===== config.mk =====
export PLATFORM = sky130hd
export DESIGN_NAME = ghost_direction_engine
export DESIGN_NICKNAME = d
export VERILOG_FILES = /design/src/rtl/ghost_direction_engine.sv
export SDC_FILE = /design/constraint.sdc
export NUM_CORES = 1
export LEC_CHECK = 0
export ABC_AREA = 1
export CORE_MARGIN = 1
export CORE_UTILIZATION = 62
export CTS_CLUSTER_DIAMETER = 200
export DETAILED_ROUTE_END_ITERATION = 8
export PLACE_DENSITY = 0.86
export REMOVE_ABC_BUFFERS = 1
export SLEW_MARGIN = 25
export SYNTH_ARGS = -nofsm -noshare
export SYNTH_HDL_FRONTEND = slang
export SYNTH_SLANG_ARGS = --single-unit

===== constraint.sdc =====
create_clock -name clock_in -period 12.9 [get_ports clock_in]
set_input_delay 3.225 -clock clock_in [delete_from_list [all_inputs] [get_ports clock_in]]
set_output_delay 3.225 -clock clock_in [all_outputs]
set_load 0.01 [all_outputs]

===== src/rtl/ghost_direction_engine.sv =====
// Time-multiplexed ghost direction engine: one ghost per cycle through a
// 2-stage pipeline, with a scatter/chase/frightened mode timer on top.
module ghost_direction_engine #(
   parameter int                  W             = 9,
   parameter int                  NGHOST        = 4,
   parameter logic [2*NGHOST-1:0] STRAT         = {2'd3, 2'd2, 2'd1, 2'd0},
   parameter int                  SCATTER_TICKS = 7,
   parameter int                  CHASE_TICKS   = 20,
   parameter int                  FRIGHT_TICKS  = 6,
   parameter logic [15:0]         LFSR_SEED     = 16'hACE1
) (
   input  logic                  clock_in,
   input  logic                  reset,
   input  logic                  tick,
   input  logic                  power_pellet,
   input  logic [W-1:0]          pacmanx,
   input  logic [W-1:0]          pacmany,
   input  logic [NGHOST*W-1:0]   ghostx,
   input  logic [NGHOST*W-1:0]   ghosty,
   output logic [2*NGHOST-1:0]   dx,
   output logic [2*NGHOST-1:0]   dy,
   output logic                  valid,
   output logic                  busy,
   output logic [1:0]            mode
);

   localparam int VW = W + 2;
   localparam int CW = 16;
   localparam int PW = $clog2(NGHOST + 2);

   typedef enum logic [1:0] {
      M_SCATTER = 2'b00,
      M_CHASE   = 2'b01,
      M_FRIGHT  = 2'b10
   } mode_e;

   mode_e                     mode_d, mode_q, smode_d, smode_q;
   logic [CW-1:0]             cnt_d, cnt_q;
   logic [15:0]               lfsr_d, lfsr_q;
   logic                      busy_d, busy_q;
   logic [PW-1:0]             ph_d, ph_q;
   logic [W-1:0]              px_d, px_q, py_d, py_q;
   logic [NGHOST*W-1:0]       gx_d, gx_q, gy_d, gy_q;
   logic                      s1_vld_d, s1_vld_q;
   logic [PW-1:0]             s1_idx_d, s1_idx_q;
   logic signed [VW-1:0]      vx_d, vx_q, vy_d, vy_q;
   logic                      s1_inv_d, s1_inv_q, s1_fr_d, s1_fr_q;
   logic [2*NGHOST-1:0]       sh_dx_d, sh_dx_q, sh_dy_d, sh_dy_q;
   logic [2*NGHOST-1:0]       dx_d, dx_q, dy_d, dy_q;
   logic                      valid_d, valid_q;
   logic                      publish_s, start_s;
   logic [PW-1:0]             gsel_s;
   logic [1:0]                strat_s;
   logic [W-1:0]              cx_s, cy_s;

   // Signed target-minus-ghost on one axis; W+2 bits hold the flank sum without wrap.
   function automatic logic signed [VW-1:0] axis_vec(input logic [W-1:0] p, input logic [W-1:0] g,
                                                     input logic [W-1:0] g0, input logic [W-1:0] c,
                                                     input logic use_c, input logic flank);
      logic signed [VW-1:0] ps, gs, g0s, cs, sum;
      ps  = $signed({2'b00, p});
      gs  = $signed({2'b00, g});
      g0s = $signed({2'b00, g0});
      cs  = $signed({2'b00, c});
      sum = (ps - gs) + (g0s - gs);
      if (use_c) begin
         axis_vec = cs - gs;
      end else if (flank) begin
         axis_vec = sum >>> 1;
      end else begin
         axis_vec = ps - gs;
      end
   endfunction

   function automatic logic [1:0] map_dir(input logic signed [VW-1:0] v, input logic inv);
      if (v == {VW{1'b0}}) begin
         map_dir = 2'b00;
      end else if (v[VW-1] == 1'b0) begin
         map_dir = inv ? 2'b10 : 2'b01;
      end else begin
         map_dir = inv ? 2'b01 : 2'b10;
      end
   endfunction

   function automatic logic [1:0] rnd_dir(input logic [1:0] r);
      rnd_dir = (r == 2'b11) ? 2'b00 : r;
   endfunction

   // Mode timer and LFSR; a pellet beats any simultaneous tick or expiry.
   always_comb begin
      mode_d = mode_q;
      cnt_d  = cnt_q;
      lfsr_d = {lfsr_q[14:0], lfsr_q[15] ^ lfsr_q[13] ^ lfsr_q[12] ^ lfsr_q[10]};
      if (power_pellet) begin
         mode_d = M_FRIGHT;
         cnt_d  = CW'(FRIGHT_TICKS);
      end else if (tick) begin
         if (cnt_q == CW'(1)) begin
            case (mode_q)
               M_SCATTER: begin mode_d = M_CHASE;   cnt_d = CW'(CHASE_TICKS);   end
               M_CHASE:   begin mode_d = M_SCATTER; cnt_d = CW'(SCATTER_TICKS); end
               M_FRIGHT:  begin mode_d = M_CHASE;   cnt_d = CW'(CHASE_TICKS);   end
               default:   begin mode_d = M_SCATTER; cnt_d = CW'(SCATTER_TICKS); end
            endcase
         end else begin
            cnt_d = cnt_q - CW'(1);
         end
      end else begin
         cnt_d = cnt_q;
      end
   end

   // Frame sequencing: a tick landing on the publish edge chains straight into a new frame.
   always_comb begin
      publish_s = busy_q && (ph_q == PW'(NGHOST + 1));
      start_s   = tick && (!busy_q || publish_s);
      busy_d    = busy_q;
      ph_d      = ph_q;
      px_d      = px_q;
      py_d      = py_q;
      gx_d      = gx_q;
      gy_d      = gy_q;
      smode_d   = smode_q;
      if (start_s) begin
         busy_d  = 1'b1;
         ph_d    = {PW{1'b0}};
         px_d    = pacmanx;
         py_d    = pacmany;
         gx_d    = ghostx;
         gy_d    = ghosty;
         smode_d = mode_q;
      end else if (publish_s) begin
         busy_d = 1'b0;
      end else if (busy_q) begin
         ph_d = ph_q + PW'(1);
      end else begin
         ph_d = ph_q;
      end
   end

   // Stage 1: vector to target for the ghost selected by the phase counter.
   always_comb begin
      gsel_s   = (ph_q < PW'(NGHOST)) ? ph_q : {PW{1'b0}};
      strat_s  = STRAT[2*gsel_s +: 2];
      cx_s     = gsel_s[0] ? {W{1'b0}} : {W{1'b1}};
      cy_s     = gsel_s[1] ? {W{1'b1}} : {W{1'b0}};
      s1_vld_d = busy_q && (ph_q < PW'(NGHOST));
      s1_idx_d = gsel_s;
      vx_d     = axis_vec(px_q, gx_q[W*gsel_s +: W], gx_q[W-1:0], cx_s,
                          (smode_q == M_SCATTER) || (strat_s == 2'd3), strat_s == 2'd1);
      vy_d     = axis_vec(py_q, gy_q[W*gsel_s +: W], gy_q[W-1:0], cy_s,
                          (smode_q == M_SCATTER) || (strat_s == 2'd3), strat_s == 2'd1);
      s1_inv_d = (smode_q == M_CHASE) && (strat_s == 2'd2);
      s1_fr_d  = (smode_q == M_FRIGHT);
   end

   // Stage 2 fills the shadow set; outputs only change on the publish edge.
   always_comb begin
      sh_dx_d = sh_dx_q;
      sh_dy_d = sh_dy_q;
      dx_d    = dx_q;
      dy_d    = dy_q;
      valid_d = 1'b0;
      if (s1_vld_q) begin
         sh_dx_d[2*s1_idx_q +: 2] = s1_fr_q ? rnd_dir(lfsr_q[1:0]) : map_dir(vx_q, s1_inv_q);
         sh_dy_d[2*s1_idx_q +: 2] = s1_fr_q ? rnd_dir(lfsr_q[3:2]) : map_dir(vy_q, s1_inv_q);
      end else begin
         sh_dx_d = sh_dx_q;
      end
      if (publish_s) begin
         dx_d    = sh_dx_q;
         dy_d    = sh_dy_q;
         valid_d = 1'b1;
      end else begin
         valid_d = 1'b0;
      end
   end

   // State register.
   always_ff @(posedge clock_in or posedge reset) begin
      if (reset) begin
         mode_q   <= M_SCATTER;
         cnt_q    <= CW'(SCATTER_TICKS);
         lfsr_q   <= LFSR_SEED;
         busy_q   <= 1'b0;
         ph_q     <= {PW{1'b0}};
         px_q     <= {W{1'b0}};
         py_q     <= {W{1'b0}};
         gx_q     <= {(NGHOST*W){1'b0}};
         gy_q     <= {(NGHOST*W){1'b0}};
         smode_q  <= M_SCATTER;
         s1_vld_q <= 1'b0;
         s1_idx_q <= {PW{1'b0}};
         vx_q     <= {VW{1'b0}};
         vy_q     <= {VW{1'b0}};
         s1_inv_q <= 1'b0;
         s1_fr_q  <= 1'b0;
         sh_dx_q  <= {(2*NGHOST){1'b0}};
         sh_dy_q  <= {(2*NGHOST){1'b0}};
         dx_q     <= {(2*NGHOST){1'b0}};
         dy_q     <= {(2*NGHOST){1'b0}};
         valid_q  <= 1'b0;
      end else begin
         mode_q   <= mode_d;
         cnt_q    <= cnt_d;
         lfsr_q   <= lfsr_d;
         busy_q   <= busy_d;
         ph_q     <= ph_d;
         px_q     <= px_d;
         py_q     <= py_d;
         gx_q     <= gx_d;
         gy_q     <= gy_d;
         smode_q  <= smode_d;
         s1_vld_q <= s1_vld_d;
         s1_idx_q <= s1_idx_d;
         vx_q     <= vx_d;
         vy_q     <= vy_d;
         s1_inv_q <= s1_inv_d;
         s1_fr_q  <= s1_fr_d;
         sh_dx_q  <= sh_dx_d;
         sh_dy_q  <= sh_dy_d;
         dx_q     <= dx_d;
         dy_q     <= dy_d;
         valid_q  <= valid_d;
      end
   end

   assign dx    = dx_q;
   assign dy    = dy_q;
   assign valid = valid_q;
   assign busy  = busy_q;
   assign mode  = mode_q;

endmodule

==> results.sh, run 1 <==
export IMPL_setup_violations_final=0
export IMPL_synth_top_area_frac=0.392
export IMPL_synth_area_leader_cell="dfrtp_1"
export IMPL_outcome="complete, no violations"
export IMPL_crit_family="simple AND/OR/NAND/NOR gates"
export IMPL_synth_cells=1386
export IMPL_h_tree_depth=4
export IMPL_synth_cell_type_count=50
export IMPL_route_final_wire_length_um=26200
export IMPL_post_cts_buffers=0
export IMPL_globalplace_congestion=0.933
export IMPL_grt_use_total=0.296
export IMPL_fp_coreArea_um2=17500
export IMPL_die_width_um=137
export IMPL_r2r_start="ph_q[0]$_DFFE_PP0P_"
export IMPL_postRouteAntennaNets=0
export IMPL_fin_skew_ps=10.7
export IMPL_yosysSeqAreaShare=0.418
export IMPL_clockBufferDepth=2
export IMPL_end_kind="flop"
export IMPL_synth_area_leaders="dfrtp_1 (39%), nand2_1 (10%), ha_1 (6.5%), mux2_2 (5.7%), inv_1 (5.6%)"
export IMPL_drc_errors=0
export IMPL_timing_slew_headroom=0.408
export IMPL_slowest_delay_ps=740
export IMPL_async_reset_ff_frac=1.00
export IMPL_crit_fanout=40
export IMPL_layout_nets=1646
export IMPL_cp_required_ps=13210
export IMPL_numPortBuffers=113
export IMPL_chipHeight_um=137
export IMPL_drt_iter0_drc=699
export IMPL_synth_edf_count=0
export IMPL_synth_seq_cells=188
export IMPL_setup_tns_ps=0
export IMPL_cts_resized=0
export IMPL_grt_pass1_wl_um=43200
export IMPL_viasPerCell=5.67
export IMPL_final_hold_viol_count=0
export IMPL_postCtsHoldBufs=0
export IMPL_clock_latency_ps=440
export IMPL_gr_total_overflow=0
export IMPL_critPathKind="flop to flop"
export IMPL_antenna_cells=0
export IMPL_yosysMostFrequentCell="nand2_1"
export IMPL_crit_slowest_cell="dfrtp_1"
export IMPL_areaGrowthSynthToFinish_pct=16.9
export IMPL_first_pass_iters=6
export IMPL_tightest_slew_ps=887
export IMPL_max_cap_violations=0
export IMPL_grt_max_degree=122
export IMPL_num_vias=9790
export IMPL_numCtsBuffers=17
export IMPL_cts_tree="yes"
export IMPL_reg2reg_slack_ps=7650
export IMPL_startpoint="ph_q[0]$_DFFE_PP0P_"
export IMPL_hpwl_um=19000
export IMPL_fmax_mhz=190
export IMPL_finalCriticalPeriod_ps=5250
export IMPL_syn_area_per_cell_um2=8.14
export IMPL_avgRoutedWirePerCell_um=15.2
export IMPL_rows=48
export IMPL_hp_start="lfsr_q[4]$_DFF_PP0_"
export IMPL_rsz0062_at_grt="no"
export IMPL_cts_sinks=188
export IMPL_yosys_top_cells_count="nand2_1 (309), dfrtp_1 (177), inv_1 (167)"
export IMPL_root_buffer="clkbuf_16"
export IMPL_slew_violations=0
export IMPL_grt_pass1_vias=9256
export IMPL_antenna_found_initial=2
export IMPL_arrival_ps=5560
export IMPL_drive_above_1_share=0.0993
export IMPL_min_period_over_period=0.407
export IMPL_yosysWarnings=0
export IMPL_min_path_type="flop to flop"
export IMPL_dieArea_um2=18700
export IMPL_clkTransAtPathRegs_ps=70
export IMPL_start_util=0.644
export IMPL_start_kind="flop"
export IMPL_path_common_cell="nand2_1"
export IMPL_netlist_area_um2=11300
export IMPL_boundaryPins=114
export IMPL_ys_flop_type="dfrtp_1"
export IMPL_worst_path_buf_inv=5
-- logic make-up after synthesis --
kind of cell | share of synthesized area
xor+xnor | 0.0372
buf+inv | 0.0743
simple gates | 0.228
flops | 0.418
fa+ha+maj | 0.0743
compound gates | 0.112
mux | 0.0569
-- path summary, 6_finish.rpt --
kind	depth (start not counted)	endpoint
setup / recovery	29	vy_q[8]$_DFF_PP0_
hold / removal	0	lfsr_q[5]$_DFF_PP1_
setup reg to reg	29	vy_q[8]$_DFF_PP0_
hold reg to reg	0	lfsr_q[5]$_DFF_PP1_
max in group asynchronous	3	gx_q[1]$_DFFE_PP0P_
min in group asynchronous	2	gx_q[28]$_DFFE_PP0P_
-- stage by stage --
step	utilization	hold slack [ps]	setup WS (ps)	instances	area, um2
CTS	0.752	358	7730	1726	13200
detailed placement	0.718	339	7390	1694	12600
global route	0.752	358	7100	1726	13200
global placement	0.718	336	7440	1694	12600
floorplan	-	331	4580	1350	11100
finish	0.752	357	7650	1726	13200
-- flip-flops by register name, summed over array words and instances (netlist names) --
register  flops
gx_q         36
vy_q         10
vx_q         10
py_q          9
ph_q          3
dx            8
s1_idx_q      2
smode_q       2
lfsr_q       16
dy            8
mode          2
s1_inv_q      1
s1_fr_q       1
valid         1
sh_dx_q       8
s1_vld_q      1
gy_q         36
sh_dy_q       8
cnt_q        16
px_q          9
busy          1
-- layer usage --
metal	up-vias	wire, um	track usage
met3	45	1750	0.0581
met2	347	12400	0.484
met4	0	555	0.111
met1	4637	11500	0.390
met5	-	0	0
li1	4761	-	-
-- worst reg2reg max path, delay by kind of cell, from the launching register on --
kind                       cells  cell delay (ps)
buffers and inverters          5              720
AOI/OAI and AO/OA              9             1310
adders and majority gates      3              950
and+or+nand+nor               12             1420
DFF                            1              740
-- cell usage in the layout (no fill, tap or decap), types with 33 or more instances in the layout --
cell,count
nand2_1,308
dfrtp_1,177
inv_1,166
nor2_1,128
clkdlybuf4s50_1,113
nand3_1,84
a21oi_1,78
o21ai_0,60
ha_1,59
mux2_2,57
xor2_1,33
-- layout make-up --
class	count	area (um2)
fill	1243	4350
timing repair buffer	119	1180
inverter	177	672
sequential	188	4720
tap	225	282
multi-input combinational	985	5740
clock buffer	20	447
clock inverter	12	158
Power of run 1 is left out: the tool's default activity adds up to more than one toggle a clock period on the data nets, which glitch-free logic cannot reach.
==> run 2: changes to the inputs <==
--- a/config.mk
+++ b/config.mk
@@ -7,10 +7,10 @@
 export LEC_CHECK = 0
 export ABC_AREA = 1
 export CORE_MARGIN = 1
-export CORE_UTILIZATION = 62
+export CORE_UTILIZATION = 58
 export CTS_CLUSTER_DIAMETER = 200
 export DETAILED_ROUTE_END_ITERATION = 8
-export PLACE_DENSITY = 0.86
+export PLACE_DENSITY = 0.81
 export REMOVE_ABC_BUFFERS = 1
 export SLEW_MARGIN = 25
 export SYNTH_ARGS = -nofsm -noshare
==> constraint.sdc (replaced) <==
create_clock -name clock_in -period 5.2 [get_ports clock_in]
set_input_delay 1.3 -clock clock_in [delete_from_list [all_inputs] [get_ports clock_in]]
set_output_delay 1.3 -clock clock_in [all_outputs]
set_load 0.01 [all_outputs]
==> results.sh, run 2 (same netlist as run 1, synthesis figures left out) <==
export IMPL_reg2reg_slack_ps=500
export IMPL_regArea_um2=4720
export IMPL_min_path_type="flop to flop"
export IMPL_tightest_slew_ps=842
export IMPL_drt_iter0_drc=796
export IMPL_end_kind="flop"
export IMPL_areaGrowthSynthToFinish_pct=17.9
export IMPL_numPortBuffers=113
export IMPL_slowest_delay_ps=450
export IMPL_clockBufferDepth=2
export IMPL_finalCriticalPeriod_ps=4700
export IMPL_slew_violations=0
export IMPL_r2r_end="vx_q[8]$_DFF_PP0_"
export IMPL_cp_required_ps=5530
export IMPL_cts_sinks=188
export IMPL_num_vias=9717
export IMPL_start_kind="flop"
export IMPL_postRouteAntennaNets=0
export IMPL_multi_input_area_um2=5750
export IMPL_root_buffer="clkbuf_16"
export IMPL_hp_start="lfsr_q[14]$_DFF_PP0_"
export IMPL_hold_ws_ps=353
export IMPL_final_cell_mix="nand2_1 (308), dfrtp_1 (177), inv_1 (166)"
export IMPL_rsz0062_at_grt="no"
export IMPL_first_pass_iters=5
export IMPL_grt_pass1_wl_um=44900
export IMPL_drc_errors=0
export IMPL_dieArea_um2=20000
export IMPL_holdPathStages=0
export IMPL_h_tree_depth=4
export IMPL_clkTransAtPathRegs_ps=70
export IMPL_gr_total_overflow=0
export IMPL_final_hold_viol_count=0
export IMPL_postCtsHoldBufs=0
export IMPL_outcome="complete, no violations"
export IMPL_reg_top3="gx_q x36, gy_q x36"
export IMPL_crit_fanout=24
export IMPL_fillers=1490
export IMPL_layout_nets=1651
export IMPL_final_common_cell="nand2_1"
export IMPL_route_final_wire_length_um=26900
export IMPL_globalplace_congestion=0.879
export IMPL_fin_skew_ps=17.4
export IMPL_worstHoldEndpoint="lfsr_q[15]$_DFF_PP1_"
export IMPL_numCtsBuffers=17
export IMPL_min_period_over_period=0.904
export IMPL_chipHeight_um=142
export IMPL_viasPerCell=5.51
export IMPL_drive_above_1_share=0.104
export IMPL_start_util=0.597
export IMPL_die_width_um=142
export IMPL_r2r_start="ph_q[2]$_DFFE_PP0P_"
export IMPL_grt_max_degree=137
export IMPL_fmax_mhz=213
export IMPL_timing_slew_headroom=0.438
export IMPL_clock_latency_ps=450
export IMPL_fp_coreArea_um2=18900
export IMPL_hpwl_um=19900
export IMPL_reg2reg_depth=25
export IMPL_arrival_ps=5030
export IMPL_setup_violations_final=0
export IMPL_rows=50
export IMPL_grt_use_total=0.285
export IMPL_avgRoutedWirePerCell_um=15.2
export IMPL_crit_slowest_cell="nor2_1"
export IMPL_antenna_found_initial=0
export IMPL_cts_resized=0
export IMPL_max_cap_violations=0
export IMPL_path_common_cell="nand2_1"
export IMPL_antenna_cells=0
export IMPL_boundaryPins=114
export IMPL_critPathKind="flop to flop"
export IMPL_post_cts_buffers=0
export IMPL_grt_pass1_vias=9354
export IMPL_cts_tree="yes"
## run 2: per-stage QoR
step,cell area (um2),utilization,TNS (ps),cells,setup WS [ps]
floorplan,11100,-,-211620,1350,-1200
global placement,12700,0.672,0,1734,684
detailed placement,12700,0.672,0,1734,425
CTS,13300,0.704,0,1765,374
global route,13300,0.704,0,1765,14.4
finish,13300,0.704,0,1765,497
## run 2: critical path: cells and delay by family, from the launching register on
family / cells / cell delay (ps)
adder cells (fa/ha/maj): 3 / 710
AND/OR/NAND/NOR: 10 / 1460
XOR/XNOR: 2 / 310
flip-flops: 1 / 430
AO/OA/AOI/OAI: 6 / 1140
buffers and inverters: 4 / 550
## run 2: final cells by class
type	instances	share of cell area
Multi-Input combinational cell	985	0.432
Sequential cell	188	0.355
Timing Repair Buffer	124	0.0931
Inverter	177	0.0509
Clock buffer	17	0.0320
Tap cell	260	0.0244
Clock inverter	14	0.0134
## run 2: layer usage
layer	vias up	global-route usage	share of wire
li1	4769	-	-
met1	4574	0.385	0.45
met2	328	0.467	0.47
met3	46	0.0506	0.063
met4	0	0.0905	0.021
met5	-	0	0
## run 2: how the worst max path moves through the flow
stage	start	to	slack [ps]	cells past startpoint
4_1_cts	ph_q[2]$_DFFE_PP0P_	vy_q[8]$_DFF_PP0_	370	29
2_1_floorplan	reset	busy$_DFFE_PP0P_	-1200	1
6_report	ph_q[2]$_DFFE_PP0P_	vx_q[8]$_DFF_PP0_	500	25
5_1_grt	ph_q[2]$_DFFE_PP0P_	vy_q[8]$_DFF_PP0_	10	27
3_3_place_gp	ph_q[2]$_DFFE_PP0P_	vy_q[8]$_DFF_PP0_	680	29
3_5_place_dp	ph_q[2]$_DFFE_PP0P_	vy_q[8]$_DFF_PP0_	420	29
Power of run 2 is left out for the same reason.
